<file path="src/rtl/alu_pkg.sv">
// Shared definitions for the ALU issue controller: default operand width,
// opcode encodings and the controller FSM state encoding.
package alu_pkg;

  localparam int unsigned WordSize = 32;

  localparam logic [4:0] OP_ADD = 5'd0;
  localparam logic [4:0] OP_SUB = 5'd1;
  localparam logic [4:0] OP_DIV = 5'd2;
  localparam logic [4:0] OP_AND = 5'd3;
  localparam logic [4:0] OP_OR  = 5'd4;
  localparam logic [4:0] OP_XOR = 5'd5;
  localparam logic [4:0] OP_MUL = 5'd6;

  typedef enum logic [2:0] {
    StIdle,
    StDrive,
    StExec,
    StCapture,
    StMul,
    StResp
  } state_e;

endpackage

</file>
<file path="src/rtl/alu_issue_ctrl_if.sv">
// Request / ALU / response signal bundle for alu_issue_ctrl.
//   master : requester + ALU side (drives requests, ALU results, rsp_ready)
//   slave  : the controller (drives req_ready, ALU operands/select, response)
interface alu_issue_ctrl_if
  import alu_pkg::*;
#(
  parameter int unsigned word_size = WordSize
) ();

  logic                 req_valid;
  logic                 req_ready;
  logic [4:0]           req_op;
  logic [word_size-1:0] req_a;
  logic [word_size-1:0] req_b;
  logic [word_size-1:0] alu_A;
  logic [word_size-1:0] alu_B;
  logic [4:0]           alu_sel;
  logic [word_size-1:0] alu_low;
  logic [word_size-1:0] alu_high;
  logic                 rsp_valid;
  logic                 rsp_ready;
  logic [word_size-1:0] rsp_low;
  logic [word_size-1:0] rsp_high;
  logic                 rsp_err;

  modport master (
    output req_valid, req_op, req_a, req_b, alu_low, alu_high, rsp_ready,
    input  req_ready, alu_A, alu_B, alu_sel, rsp_valid, rsp_low, rsp_high, rsp_err
  );

  modport slave (
    input  req_valid, req_op, req_a, req_b, alu_low, alu_high, rsp_ready,
    output req_ready, alu_A, alu_B, alu_sel, rsp_valid, rsp_low, rsp_high, rsp_err
  );

endinterface

</file>
<file path="src/rtl/shift_add_mul.sv">
// Unsigned word_size x word_size shift-add multiplier, one partial product per
// cycle. Only instantiated when ALU_ISSUE_MUL_EN is defined.
//   clk, clr_n  : clock, async active-low reset
//   start_i     : load operands (the first step is done on the load edge)
//   a_i, b_i    : multiplicand, multiplier
//   busy_o      : steps still outstanding
//   done_o      : one-cycle pulse, product_o is complete
//   product_o   : 2*word_size-bit product
module shift_add_mul
  import alu_pkg::*;
#(
  parameter int unsigned word_size = WordSize
) (
  input  logic                   clk,
  input  logic                   clr_n,
  input  logic                   start_i,
  input  logic [word_size-1:0]   a_i,
  input  logic [word_size-1:0]   b_i,
  output logic                   busy_o,
  output logic                   done_o,
  output logic [2*word_size-1:0] product_o
);

  localparam int unsigned CntW = $clog2(word_size + 1);

  logic [word_size-1:0]   mcand_q, mcand_d;
  logic [2*word_size-1:0] prod_q, prod_d;
  logic [CntW-1:0]        cnt_q, cnt_d;
  logic                   done_q, done_d;

  // Upper half accumulates, lower half holds the not-yet-consumed multiplier bits.
  function automatic logic [2*word_size-1:0] mul_step(input logic [2*word_size-1:0] p,
                                                      input logic [word_size-1:0]   m);
    logic [word_size:0] sum;
    sum = {1'b0, p[2*word_size-1:word_size]} + (p[0] ? {1'b0, m} : '0);
    return {sum, p[word_size-1:1]};
  endfunction

  always_comb begin
    mcand_d = mcand_q;
    prod_d  = prod_q;
    cnt_d   = cnt_q;
    done_d  = 1'b0;
    if (start_i) begin
      mcand_d = a_i;
      prod_d  = mul_step({{word_size{1'b0}}, b_i}, a_i);
      cnt_d   = CntW'(word_size - 1);
      done_d  = (word_size == 1);
    end else if (cnt_q != '0) begin
      prod_d = mul_step(prod_q, mcand_q);
      cnt_d  = cnt_q - CntW'(1);
      done_d = (cnt_q == CntW'(1));
    end
  end

  always_ff @(posedge clk or negedge clr_n) begin
    if (!clr_n) begin
      mcand_q <= '0;
      prod_q  <= '0;
      cnt_q   <= '0;
      done_q  <= 1'b0;
    end else begin
      mcand_q <= mcand_d;
      prod_q  <= prod_d;
      cnt_q   <= cnt_d;
      done_q  <= done_d;
    end
  end

  assign busy_o    = (cnt_q != '0);
  assign done_o    = done_q;
  assign product_o = prod_q;

endmodule

</file>
<file path="src/rtl/alu_issue_ctrl.sv">
// Issue controller for a registered external ALU. Accepts one operation at a
// time, drives the ALU for DRIVE..CAPTURE, captures its result and holds the
// response until handshaked. Illegal ops and divide-by-zero answer directly.
// Optional multiply path: define ALU_ISSUE_MUL_EN (op 6 via shift_add_mul),
// otherwise op 6 is illegal.
//   clk, clr_n : clock, async active-low reset
//   bus_io     : alu_issue_ctrl_if.slave (request, ALU drive/result, response)
module alu_issue_ctrl
  import alu_pkg::*;
#(
  parameter int unsigned word_size = WordSize
) (
  input logic             clk,
  input logic             clr_n,
  alu_issue_ctrl_if.slave bus_io
);

  state_e               state_q, state_d;
  logic [4:0]           op_q, op_d;
  logic [word_size-1:0] a_q, a_d, b_q, b_d;
  logic [word_size-1:0] rsp_low_q, rsp_low_d, rsp_high_q, rsp_high_d;
  logic                 rsp_err_q, rsp_err_d;

  logic                   accept, op_legal, div_zero;
  logic                   mul_busy, mul_done;
  logic [2*word_size-1:0] mul_product;

  assign accept   = bus_io.req_valid && bus_io.req_ready;
  assign div_zero = (bus_io.req_op == OP_DIV) && (bus_io.req_b == '0);

`ifdef ALU_ISSUE_MUL_EN
  assign op_legal = (bus_io.req_op <= OP_MUL);

  shift_add_mul #(
    .word_size(word_size)
  ) u_mul (
    .clk      (clk),
    .clr_n    (clr_n),
    .start_i  (accept && (bus_io.req_op == OP_MUL)),
    .a_i      (bus_io.req_a),
    .b_i      (bus_io.req_b),
    .busy_o   (mul_busy),
    .done_o   (mul_done),
    .product_o(mul_product)
  );
`else
  assign op_legal    = (bus_io.req_op <= OP_XOR);
  assign mul_busy    = 1'b0;
  assign mul_done    = 1'b0;
  assign mul_product = '0;
`endif

  // State register
  always_ff @(posedge clk or negedge clr_n) begin
    if (!clr_n) state_q <= StIdle;
    else        state_q <= state_d;
  end

  // Next-state logic
  always_comb begin
    state_d = state_q;
    case (state_q)
      StIdle: begin
        if (accept) begin
          if (!op_legal || div_zero)        state_d = StResp;
          else if (bus_io.req_op == OP_MUL) state_d = StMul;
          else                              state_d = StDrive;
        end
      end
      StDrive:   state_d = StExec;
      StExec:    state_d = StCapture;
      StCapture: state_d = StResp;
      StMul:     if (mul_done) state_d = StResp;
      StResp:    if (bus_io.rsp_ready) state_d = StIdle;
      default:   state_d = StIdle;
    endcase
  end

  // Operand latch and response datapath
  always_comb begin
    op_d       = op_q;
    a_d        = a_q;
    b_d        = b_q;
    rsp_low_d  = rsp_low_q;
    rsp_high_d = rsp_high_q;
    rsp_err_d  = rsp_err_q;
    if (accept) begin
      op_d       = bus_io.req_op;
      a_d        = bus_io.req_a;
      b_d        = bus_io.req_b;
      rsp_err_d  = !op_legal || div_zero;
      rsp_low_d  = div_zero ? '1 : '0;
      rsp_high_d = '0;
    end else if (state_q == StCapture) begin
      rsp_low_d  = bus_io.alu_low;
      rsp_high_d = bus_io.alu_high;
    end else if ((state_q == StMul) && mul_done) begin
      {rsp_high_d, rsp_low_d} = mul_product;
    end
  end

  always_ff @(posedge clk or negedge clr_n) begin
    if (!clr_n) begin
      op_q       <= '0;
      a_q        <= '0;
      b_q        <= '0;
      rsp_low_q  <= '0;
      rsp_high_q <= '0;
      rsp_err_q  <= 1'b0;
    end else begin
      op_q       <= op_d;
      a_q        <= a_d;
      b_q        <= b_d;
      rsp_low_q  <= rsp_low_d;
      rsp_high_q <= rsp_high_d;
      rsp_err_q  <= rsp_err_d;
    end
  end

  // Outputs. req_ready looks at clr_n directly so it stays low during reset.
  always_comb begin
    bus_io.req_ready = 1'b0;
    bus_io.rsp_valid = 1'b0;
    bus_io.alu_A     = '0;
    bus_io.alu_B     = '0;
    bus_io.alu_sel   = '0;
    case (state_q)
      StIdle: bus_io.req_ready = clr_n && !mul_busy;
      StDrive, StExec, StCapture: begin
        bus_io.alu_A   = a_q;
        bus_io.alu_B   = b_q;
        bus_io.alu_sel = op_q;
      end
      StResp:  bus_io.rsp_valid = 1'b1;
      default: ;
    endcase
  end

  assign bus_io.rsp_low  = rsp_low_q;
  assign bus_io.rsp_high = rsp_high_q;
  assign bus_io.rsp_err  = rsp_err_q;

endmodule

</file>
<file path="src/flat_wrapper.sv">
// flat-port wrapper written by rule: the top's interface ports become plain ports
module alu_issue_ctrl_flat import alu_pkg::*;
#(
  parameter int unsigned word_size = WordSize
)
  (clk, clr_n, bus_io_req_valid, bus_io_req_op, bus_io_req_a, bus_io_req_b, bus_io_alu_low, bus_io_alu_high, bus_io_rsp_ready, bus_io_req_ready, bus_io_alu_A, bus_io_alu_B, bus_io_alu_sel, bus_io_rsp_valid, bus_io_rsp_low, bus_io_rsp_high, bus_io_rsp_err);
  alu_issue_ctrl_if #(.word_size(word_size)) bus_io_i ();
  input logic clk;
  input logic clr_n;
  input wire logic [$bits(bus_io_i.req_valid)-1:0] bus_io_req_valid;
  input wire logic [$bits(bus_io_i.req_op)-1:0] bus_io_req_op;
  input wire logic [$bits(bus_io_i.req_a)-1:0] bus_io_req_a;
  input wire logic [$bits(bus_io_i.req_b)-1:0] bus_io_req_b;
  input wire logic [$bits(bus_io_i.alu_low)-1:0] bus_io_alu_low;
  input wire logic [$bits(bus_io_i.alu_high)-1:0] bus_io_alu_high;
  input wire logic [$bits(bus_io_i.rsp_ready)-1:0] bus_io_rsp_ready;
  output wire logic [$bits(bus_io_i.req_ready)-1:0] bus_io_req_ready;
  output wire logic [$bits(bus_io_i.alu_A)-1:0] bus_io_alu_A;
  output wire logic [$bits(bus_io_i.alu_B)-1:0] bus_io_alu_B;
  output wire logic [$bits(bus_io_i.alu_sel)-1:0] bus_io_alu_sel;
  output wire logic [$bits(bus_io_i.rsp_valid)-1:0] bus_io_rsp_valid;
  output wire logic [$bits(bus_io_i.rsp_low)-1:0] bus_io_rsp_low;
  output wire logic [$bits(bus_io_i.rsp_high)-1:0] bus_io_rsp_high;
  output wire logic [$bits(bus_io_i.rsp_err)-1:0] bus_io_rsp_err;
  assign bus_io_i.req_valid = bus_io_req_valid;
  assign bus_io_i.req_op = bus_io_req_op;
  assign bus_io_i.req_a = bus_io_req_a;
  assign bus_io_i.req_b = bus_io_req_b;
  assign bus_io_i.alu_low = bus_io_alu_low;
  assign bus_io_i.alu_high = bus_io_alu_high;
  assign bus_io_i.rsp_ready = bus_io_rsp_ready;
  assign bus_io_req_ready = bus_io_i.req_ready;
  assign bus_io_alu_A = bus_io_i.alu_A;
  assign bus_io_alu_B = bus_io_i.alu_B;
  assign bus_io_alu_sel = bus_io_i.alu_sel;
  assign bus_io_rsp_valid = bus_io_i.rsp_valid;
  assign bus_io_rsp_low = bus_io_i.rsp_low;
  assign bus_io_rsp_high = bus_io_i.rsp_high;
  assign bus_io_rsp_err = bus_io_i.rsp_err;
  alu_issue_ctrl #(.word_size(word_size)) u_core (.clk(clk), .clr_n(clr_n), .bus_io(bus_io_i));
endmodule
</file>
<file path="config.mk">
export PLATFORM = sky130hd
export DESIGN_NAME = alu_issue_ctrl_flat
export DESIGN_NICKNAME = d
export VERILOG_FILES = /design/src/rtl/alu_pkg.sv /design/src/rtl/alu_issue_ctrl_if.sv /design/src/rtl/shift_add_mul.sv /design/src/rtl/alu_issue_ctrl.sv /design/src/flat_wrapper.sv
export SDC_FILE = /design/constraint.sdc
export NUM_CORES = 1
export LEC_CHECK = 0
export ABC_AREA = 0
export CORE_MARGIN = 1
export CORE_UTILIZATION = 33
export DETAILED_ROUTE_END_ITERATION = 10
export GPL_TIMING_DRIVEN = 0
export PLACE_DENSITY = 0.69
export SLEW_MARGIN = 0
export SYNTH_ARGS = -nofsm -noshare
export SYNTH_HDL_FRONTEND = slang
export SYNTH_SLANG_ARGS = --single-unit
</file>
<file path="constraint.sdc">
create_clock -name clk -period 1.57 [get_ports clk]
set_input_delay 0.157 -clock clk [delete_from_list [all_inputs] [get_ports clk]]
set_output_delay 0.157 -clock clk [all_outputs]
set_load 0.02 [all_outputs]
</file>
==> flow_summary.ini, run 1 <==
[run_status]
status = finished with violations
violations = hold timing, setup timing

[logic_synthesis]
synth_area_um2 = 6040
syn-num-nets = 790
seq_area_frac_synth_pct = 56.8
syn_inst = 653
synthDistinctLibCells = 24
yosys_warnings = 0
syn_avg_cell_area_um2 = 9.25
synth_seq_cells = 137

[cells_and_area]
layout_common_cells = nand2_1, clkdlybuf4s50_1, dfrtp_1
register_area_um2 = 3430
nets = 1141
drive_gt1_share_pct = 34.1
layout_commonest_cell = nand2_1
fillers = 1464
n_antenna_cell = 0
multi_input_area_um2 = 2830
synthToLayoutAreaGrowth_pct = 90.7
fin_area_um2 = 11500

[global_route]
grt_max_degree = 73
grt-ovfl-total = 0
grt_antenna_before_repair = 0
grt_pass1_wl_um = 31900
grt_usage_pct = 22.6
grt_pass1_vias = 5902

[flow_run]
cap_viol_max_count = 0

[placed_design]
place_area_um2 = 9320
portBuffers = 272
pre_cts_ws_ps = -1230
place_congestion = 0.778
dpl.hpwl_um = 13500

[sta]
hold_viol = 101
whs_ps = -368
fin_ws_ps = -315
slew_viol_final = 0
worstMarginPinSlew_ps = 429
max_clock_freq_mhz = 531
period_minus_slack_ps = 1880
slew_headroom_pct = 71.4
finClkSkew_ps = 8.14
rsz0062_at_grt = true
setup_viol = 206
post-route-period-util_pct = 120

[clock_tree]
clockRootBuffer = clkbuf_16
clock_latency_ps = 420
numClockSinks = 137
path_clk_slew_ps = 60
clockBufferDepth = 2
cts-buffers-inserted = 17
cts_htree_levels = 4
tritoncts = done

[die]
core_um2 = 18000
placementRows = 49
fp.dieH_um = 137
dieWidth_um = 137
initial_core_util_pct = 33.6
io_pins = 273
die-area_um2 = 18800

[routing]
vias_per_cell = 4.65
vias = 5788
drt_iter0_drc = 239
avgRoutedWirePerCell_um = 17.1
ant_nets = 0
drtPass1Iterations = 4
route.detailed.drc = 0
routed_wl_um = 21300

[pwr]
power.density_nw_per_um2 = 1830
p_leak_nw = 6.09
ir_drop_v = 0.00125

[worst_setup_path]
crit_fanout = 6
required_ps = 1410
worstRegToRegCells = 10
startpoint = u_core.state_q[2]
r2r-start = u_core.state_q[0]
cp-end-kind = primary output
arrival_ps = 1730
critPathKind = reg2out
cp-start-kind = flop

[worst_hold_path]
min_path_type = in2async
==> flip-flops by register name, summed over array words and instances, names as in the netlist <==
register	count
u_core.op_q	5
u_core.bus_io.rsp_low	32
u_core.bus_io.rsp_err	1
u_core.b_q	32
u_core.bus_io.rsp_high	32
u_core.state_q	3
u_core.a_q	32
==> power by group <==
group | internal [mW] | total (mW) | leakage, nW | switching [mW]
sequential | 5.07 | 5.97 | 1.76 | 0.903
clock | 2.56 | 4.18 | 0.294 | 1.63
combinational | 5.76 | 11.0 | 4.04 | 5.21
==> path summary, 6_finish.rpt <==
kind | to | slack, ps
max | bus_io_alu_A[0] | -310
max in group asynchronous | u_core.a_q[19] | 1380
min in group clk | u_core.a_q[3] | 270
min | u_core.a_q[20] | -370
max reg2reg | u_core.b_q[13] | -310
min reg2reg | u_core.a_q[26] | 470
==> logic make-up (layout without fill, tap and decap cells) <==
group	after synthesis	in the layout	share of synthesized area, %
simple gates	370	370	27.2
mux	32	32	5.30
buf+inv	45	409	3.48
compound gates	68	68	7.09
flops	137	137	56.8
xor+xnor	1	1	0.145
==> metrics by stage <==
step | power, mW | hold slack (ps) | util (%) | setup TNS (ps) | instances
after detailed placement | 14.5 | 207 | 51.9 | -169270 | 1155
after CTS | 20.9 | -368 | 62.4 | -49420 | 1231
after floorplan | 10.5 | -139 | - | -19760 | 653
final | 21.1 | -368 | 64.1 | -52960 | 1246
after global routing | 22.3 | -348 | 64.1 | -69850 | 1246
after global placement | 14.4 | 449 | 51.7 | -1580390 | 1154
==> layer usage <==
layer  GRT usage [%]  part of all wire [%]
met5               0                     0
met2            38.9                    50
met3            8.54                   8.6
met4            5.80                   1.0
met1            26.2                    40
==> repair_timing <==
action / 4_1_cts / 5_1_grt
cloned: 18 / 4
endpoints found under the hold margin: 66 / 66
setup endpoints to repair: 237 / 238
gates resized for setup: 640 / 74
pin swaps: 101 / 17
setup buffers: 28 / 14
==> final cells by class <==
| cell class | count | area share (%) |
|---|---|---|
| Buffer | 42 | 5.56 |
| Clock inverter | 13 | 1.46 |
| Tap cell | 229 | 2.49 |
| Multi-Input combinational cell | 471 | 24.6 |
| Clock buffer | 19 | 3.85 |
| Sequential cell | 137 | 29.8 |
| Timing Repair Buffer | 335 | 32.3 |
==> cells in the mapped netlist (all sizes together) <==
cell type,n,area (um^2)
nand2,278,1050
dfrtp,137,3430
and2,70,438
a21oi,33,165
mux2i,32,320
o21bai,32,240
clkbuf,29,109
buf,16,101
nor4,8,65.1
nor2,7,26.3
nand4,2,12.5
nor4b,2,32.5
a211o,1,8.76
nor3,1,5.00
o21ai,1,5.00
o32ai,1,8.76
or2,1,6.26
or3,1,6.26
xnor2,1,8.76
==> worst max-delay path, stage by stage, from the launching register on <==
cell	delay [ps]
dfrtp_2	450
nor2_4	240
buf_6	200
clkbuf_16	150
and2_4	150
buf_6	110
No activity file was read; power rests on OpenSTA's default activity.
==> inputs of run 2 (changes only) <==
--- a/config.mk
+++ b/config.mk
@@ -10,7 +10,7 @@
 export CORE_UTILIZATION = 33
 export DETAILED_ROUTE_END_ITERATION = 10
 export GPL_TIMING_DRIVEN = 0
-export PLACE_DENSITY = 0.69
+export PLACE_DENSITY = 0.66
 export SLEW_MARGIN = 0
 export SYNTH_ARGS = -nofsm -noshare
 export SYNTH_HDL_FRONTEND = slang
==> constraint.sdc (replaced) <==
create_clock -name clk -period 2.35 [get_ports clk]
set_input_delay 0.235 -clock clk [delete_from_list [all_inputs] [get_ports clk]]
set_output_delay 0.235 -clock clk [all_outputs]
set_load 0.02 [all_outputs]
==> run 2 against run 1 <==
- the flow finishes with violations (hold timing)
- register-to-register slack gained 600 ps
- clock skew decreased by 1.1 ps
- clock power decreased by 30%
- sequential power down 35%
- first-iteration DRC count fell by 19%
- routed wire length is 14% lower
- global-route usage decreased by 2.8 points
- via count fell by 7.2%
- critical path depth fell by 2
- worst hold slack better by 230 ps
- largest power group unchanged
==> flow_summary.ini, run 2 (synthesis results as in run 1) <==
[sta]
slew_viol_final = 0
rsz0062_at_grt = false
slew_headroom_pct = 52.2
period_minus_slack_ps = 2250
hold_viol = 83
setup_viol = 0
finClkSkew_ps = 7.00
fin_ws_ps = 99.2
max_clock_freq_mhz = 444
whs_ps = -142
post-route-period-util_pct = 95.8
worstMarginPinSlew_ps = 711

[die]
fp.dieH_um = 137
initial_core_util_pct = 33.6
io_pins = 273
dieWidth_um = 137
die-area_um2 = 18800
core_um2 = 18000
placementRows = 49

[cells_and_area]
synthToLayoutAreaGrowth_pct = 60.4
layout_commonest_cell = nand2_1
finalNonFillerCells = 1190
n_antenna_cell = 0
register_area_um2 = 3430
fin_area_um2 = 9690
nets = 1085
multi_input_area_um2 = 2410
drive_gt1_share_pct = 8.01
fillers = 1741
layout_common_cells = nand2_1, clkdlybuf4s50_1, dfrtp_1

[placed_design]
place_congestion = 0.766
placedCellCount = 1155
pre_cts_ws_ps = -722
dpl.hpwl_um = 13400
portBuffers = 272
place_area_um2 = 9080

[clock_tree]
path_clk_slew_ps = 60
numClockSinks = 137
clock_latency_ps = 420
clockBufferDepth = 2
tritoncts = done
cts_htree_levels = 4
cts-buffers-inserted = 17
clockRootBuffer = clkbuf_16

[routing]
vias_per_cell = 4.51
avgRoutedWirePerCell_um = 15.4
route.detailed.drc = 0
ant_nets = 0
drtPass1Iterations = 5
vias = 5369
drt_iter0_drc = 194
routed_wl_um = 18300

[worst_hold_path]
min_path_type = in2async

[global_route]
grt_usage_pct = 19.8
grt_pass1_wl_um = 28000
grt_antenna_before_repair = 0
grt_max_degree = 86
grt_pass1_vias = 5318
grt-ovfl-total = 0

[flow_run]
cap_viol_max_count = 0

[pwr]
p_leak_nw = 4.87
ir_drop_v = 0.000692
p_clk_share_pct = 24.4
pwr-share-seq_pct = 32.3
power.density_nw_per_um2 = 1240
swShare_pct = 37.1
p_comb_share_pct = 43.3
internal_power_mw = 7.59
switching_power_mw = 4.47

[run_status]
violations = hold timing
status = finished with violations

[worst_setup_path]
crit_fanout = 8
r2r_setup_slack_ps = 290
critPathKind = reg2out
cp-end-kind = primary output
worstRegToRegCells = 8
required_ps = 2120
cp-start-kind = flop
arrival_ps = 2020
## run 2: changes by cell type in the layout (fill, tap and decap cells not counted), moves of 33 or more
cell             delta
a21oi_1            +33
and2_1             +57
and2_4             -57
buf_6              -86
clkdlybuf4s50_1    +63
nand2_1            +40
nand2_2            -38
## run 2: area by class of cell
| type | instances | share of cell area [%] |
|---|---|---|
| Multi-Input combinational cell | 471 | 24.9 |
| Timing Repair Buffer | 277 | 27.8 |
| Tap cell | 229 | 2.96 |
| Buffer | 44 | 2.30 |
| Clock buffer | 17 | 4.39 |
| Sequential cell | 137 | 35.4 |
| Clock inverter | 15 | 2.30 |
## run 2: repair_timing
| action | in CTS | in global routing |
|---|---|---|
| setup endpoints to repair | 69 | 44 |
| pin swaps | 1 | 1 |
| gates resized for setup | 93 | 14 |
| hold endpoints to repair | 83 | 83 |
| buffers inserted | 2 | 2 |
## run 2: worst max-delay path: stages, from the launching register on
cell and delay [ps]:
dfrtp_1 370, buf_4 170, nor4b_4 360, clkdlybuf4s50_1 710
## run 2: final timing paths
| kind | startpoint | endpoint |
|---|---|---|
| worst min register to register | u_core.b_q[27] | u_core.b_q[27] |
| worst max register to register | u_core.state_q[1] | u_core.a_q[30] |
| worst max-delay path | u_core.state_q[1] | bus_io_req_ready |
| max in group asynchronous | clr_n | u_core.bus_io.rsp_low[0] |
| min in group clk | bus_io_req_a[10] | u_core.a_q[10] |
| worst min-delay path | clr_n | u_core.a_q[8] |
## run 2: power by group through the flow
stage          Clock (mW)  Sequential, mW  Combinational (mW)
2_1_floorplan           0            4.38                2.36
3_3_place_gp            0            3.88                5.49
3_5_place_dp            0            3.91                5.54
4_1_cts              3.00            3.91                5.31
5_1_grt              3.11            4.03                5.72
6_report             2.94            3.90                5.22
## run 2: stage by stage
stage	setup TNS, ps	utilization, %	total power, mW
after floorplan	0	-	6.74
after global placement	-1415210	50.4	9.37
after CTS	0	53.9	12.2
final	0	53.9	12.1
after global routing	0	53.9	12.9
after detailed placement	-45890	50.5	9.45
## run 2: layer usage
metal / part of all wire [%] / wire [um] / track usage, % / vias up
met5: 0 / 0 / 0 / -
met4: 1.5 / 270 / 6.41 / 0
met3: 6.7 / 1230 / 5.85 / 17
met2: 48 / 8890 / 32.7 / 168
met1: 43 / 7950 / 24.6 / 2509
li1: - / - / - / 2675
==> inputs of run 3 (changes only) <==
--- a/config.mk
+++ b/config.mk
@@ -9,7 +9,6 @@
 export CORE_MARGIN = 1
 export CORE_UTILIZATION = 33
 export DETAILED_ROUTE_END_ITERATION = 10
-export GPL_TIMING_DRIVEN = 0
 export PLACE_DENSITY = 0.66
 export SLEW_MARGIN = 0
 export SYNTH_ARGS = -nofsm -noshare
==> run 3 against run 2 <==
- the flow now finishes without violations
- fmax is essentially flat
- setup slack lost 1.4 ps
- first-iteration DRC count grew 56%
- flip-flop and latch count is the same
- final area shrank 0.22%
- routed wire length shrank 4.0%
- critical path type unchanged
==> flow_summary.ini, run 3 (synthesis results as in run 1) <==
[clock_tree]
cts-buffers-inserted = 17
clockBufferDepth = 2
tritoncts = done
cts_htree_levels = 4
cts_setup_buffers = 0
numClockSinks = 137
path_clk_slew_ps = 60
clockRootBuffer = clkbuf_16
clock_latency_ps = 410

[die]
fp.dieH_um = 137
placementRows = 49
dieWidth_um = 137
die-area_um2 = 18800
core_um2 = 18000
initial_core_util_pct = 33.6
io_pins = 273

[worst_setup_path]
worstRegToRegCells = 5
rr_endpoint = u_core.bus_io.rsp_low[6]
r2r_setup_slack_ps = 400
crit_fanout = 13
cp-start-kind = flop
r2r-start = u_core.state_q[1]
cp-end-kind = primary output
critPathKind = reg2out
required_ps = 2120
arrival_ps = 2020

[worst_hold_path]
min_to = u_core.a_q[31]
hold_depth = 3
worstHoldStart = bus_io_req_a[31]
min_path_type = in2reg

[cells_and_area]
finalNonFillerCells = 1155
fillers = 1698
nets = 1050
layout_common_cells = nand2_1, clkdlybuf4s50_1, dfrtp_1
drive_gt1_share_pct = 5.83
layout_commonest_cell = nand2_1
n_antenna_cell = 0
synthToLayoutAreaGrowth_pct = 60.1

[global_route]
grt-ovfl-total = 0
grt_max_degree = 138
grt_usage_pct = 18.5
grt_antenna_before_repair = 0
grt_pass1_vias = 4915
grt_pass1_wl_um = 26400

[pwr]
swShare_pct = 36.9
internal_power_mw = 7.55
p_clk_share_pct = 24.1
power.density_nw_per_um2 = 1240
p_leak_nw = 5.00
ir_drop_v = 0.000659
p_comb_share_pct = 43.3
pwr-share-seq_pct = 32.6
power_mw = 12.0
switching_power_mw = 4.41

[sta]
max_clock_freq_mhz = 444
fin_ws_ps = 97.8
worstMarginPinSlew_ps = 750
rsz0062_at_grt = false
slew_headroom_pct = 50.0
post-route-period-util_pct = 95.8
period_minus_slack_ps = 2250
whs_ps = 345
hold_viol = 0
setup_viol = 0
slew_viol_final = 0
finClkSkew_ps = 8.03

[routing]
drt_iter0_drc = 303
routed_wl_um = 17600
avgRoutedWirePerCell_um = 15.2
route.detailed.drc = 0
vias_per_cell = 4.53
vias = 5228
ant_nets = 0
drtPass1Iterations = 4

[flow_run]
cap_viol_max_count = 0

[run_status]
status = complete, no violations

[placed_design]
pre_cts_ws_ps = -106
placedCellCount = 1122
place_congestion = 0.757
portBuffers = 272
dpl.hpwl_um = 11800
## run 3: layer usage
metal  GRT usage (%)  wire length [um]  vias to the layer above
met4            6.96               310                        0
met2            29.1              8380                      169
met3            4.56              1130                       19
met5               0                 0                        -
met1            24.4              7780                     2443
li1                -                 -                     2597
## run 3: final cells by class
cell class / count / area, um^2 / share of cell area (%)
clock buffer: 20 / 447 / 4.62
clock inverter: 12 / 186 / 1.93
multi-input combinational: 471 / 2410 / 25.0
sequential: 137 / 3430 / 35.5
tap: 229 / 287 / 2.96
timing repair buffer: 286 / 2900 / 30.0
## run 3: worst max path at each step
stage / startpoint / end / slack (ps) / cells after the start
5_1_grt: u_core.state_q[1] / bus_io_alu_A[30] / 4 / 5
4_1_cts: u_core.state_q[1] / bus_io_alu_A[18] / 0.7 / 5
3_3_place_gp: bus_io_req_b[29] / u_core.bus_io.rsp_low[10] / -100 / 7
2_1_floorplan: u_core.state_q[1] / u_core.bus_io.rsp_low[10] / 430 / 6
6_report: u_core.state_q[1] / bus_io_alu_A[30] / 100 / 5
3_5_place_dp: bus_io_req_b[29] / u_core.bus_io.rsp_low[5] / -110 / 7
## run 3: worst max-delay path, stage by stage, from the launching register on
cell and delay [ps]:
dfrtp_2 450, nor2_1 100, nor2_4 120, buf_4 200, and2_1 140, clkdlybuf4s50_1 600
## run 3: timing repair
item	CTS	global route
cloned	0	0
setup endpoints to repair	69	15
hold buffers	1	0
resized for setup	56	15
endpoints found under the hold margin	4	0
pin swaps	0	0
## run 3: power by group through the flow
stage	registers, mW	clock network (mW)	logic (mW)
after floorplan	4.38	0	2.36
after global placement	3.90	0	5.45
after detailed placement	3.93	0	5.50
after CTS	3.91	2.95	5.28
after global routing	4.04	3.05	5.63
final	3.90	2.88	5.18
## run 3: per-stage QoR
| step | TNS (ps) | utilization, % | cell area (um^2) |
|---|---|---|---|
| 2_1_floorplan | 0 | - | 6040 |
| 3_3_place_gp | -3290 | 50.4 | 9050 |
| 3_5_place_dp | -3100 | 50.4 | 9050 |
| 4_1_cts | 0 | 53.6 | 9630 |
| 5_1_grt | 0 | 53.8 | 9670 |
| 6_report | 0 | 53.8 | 9670 |
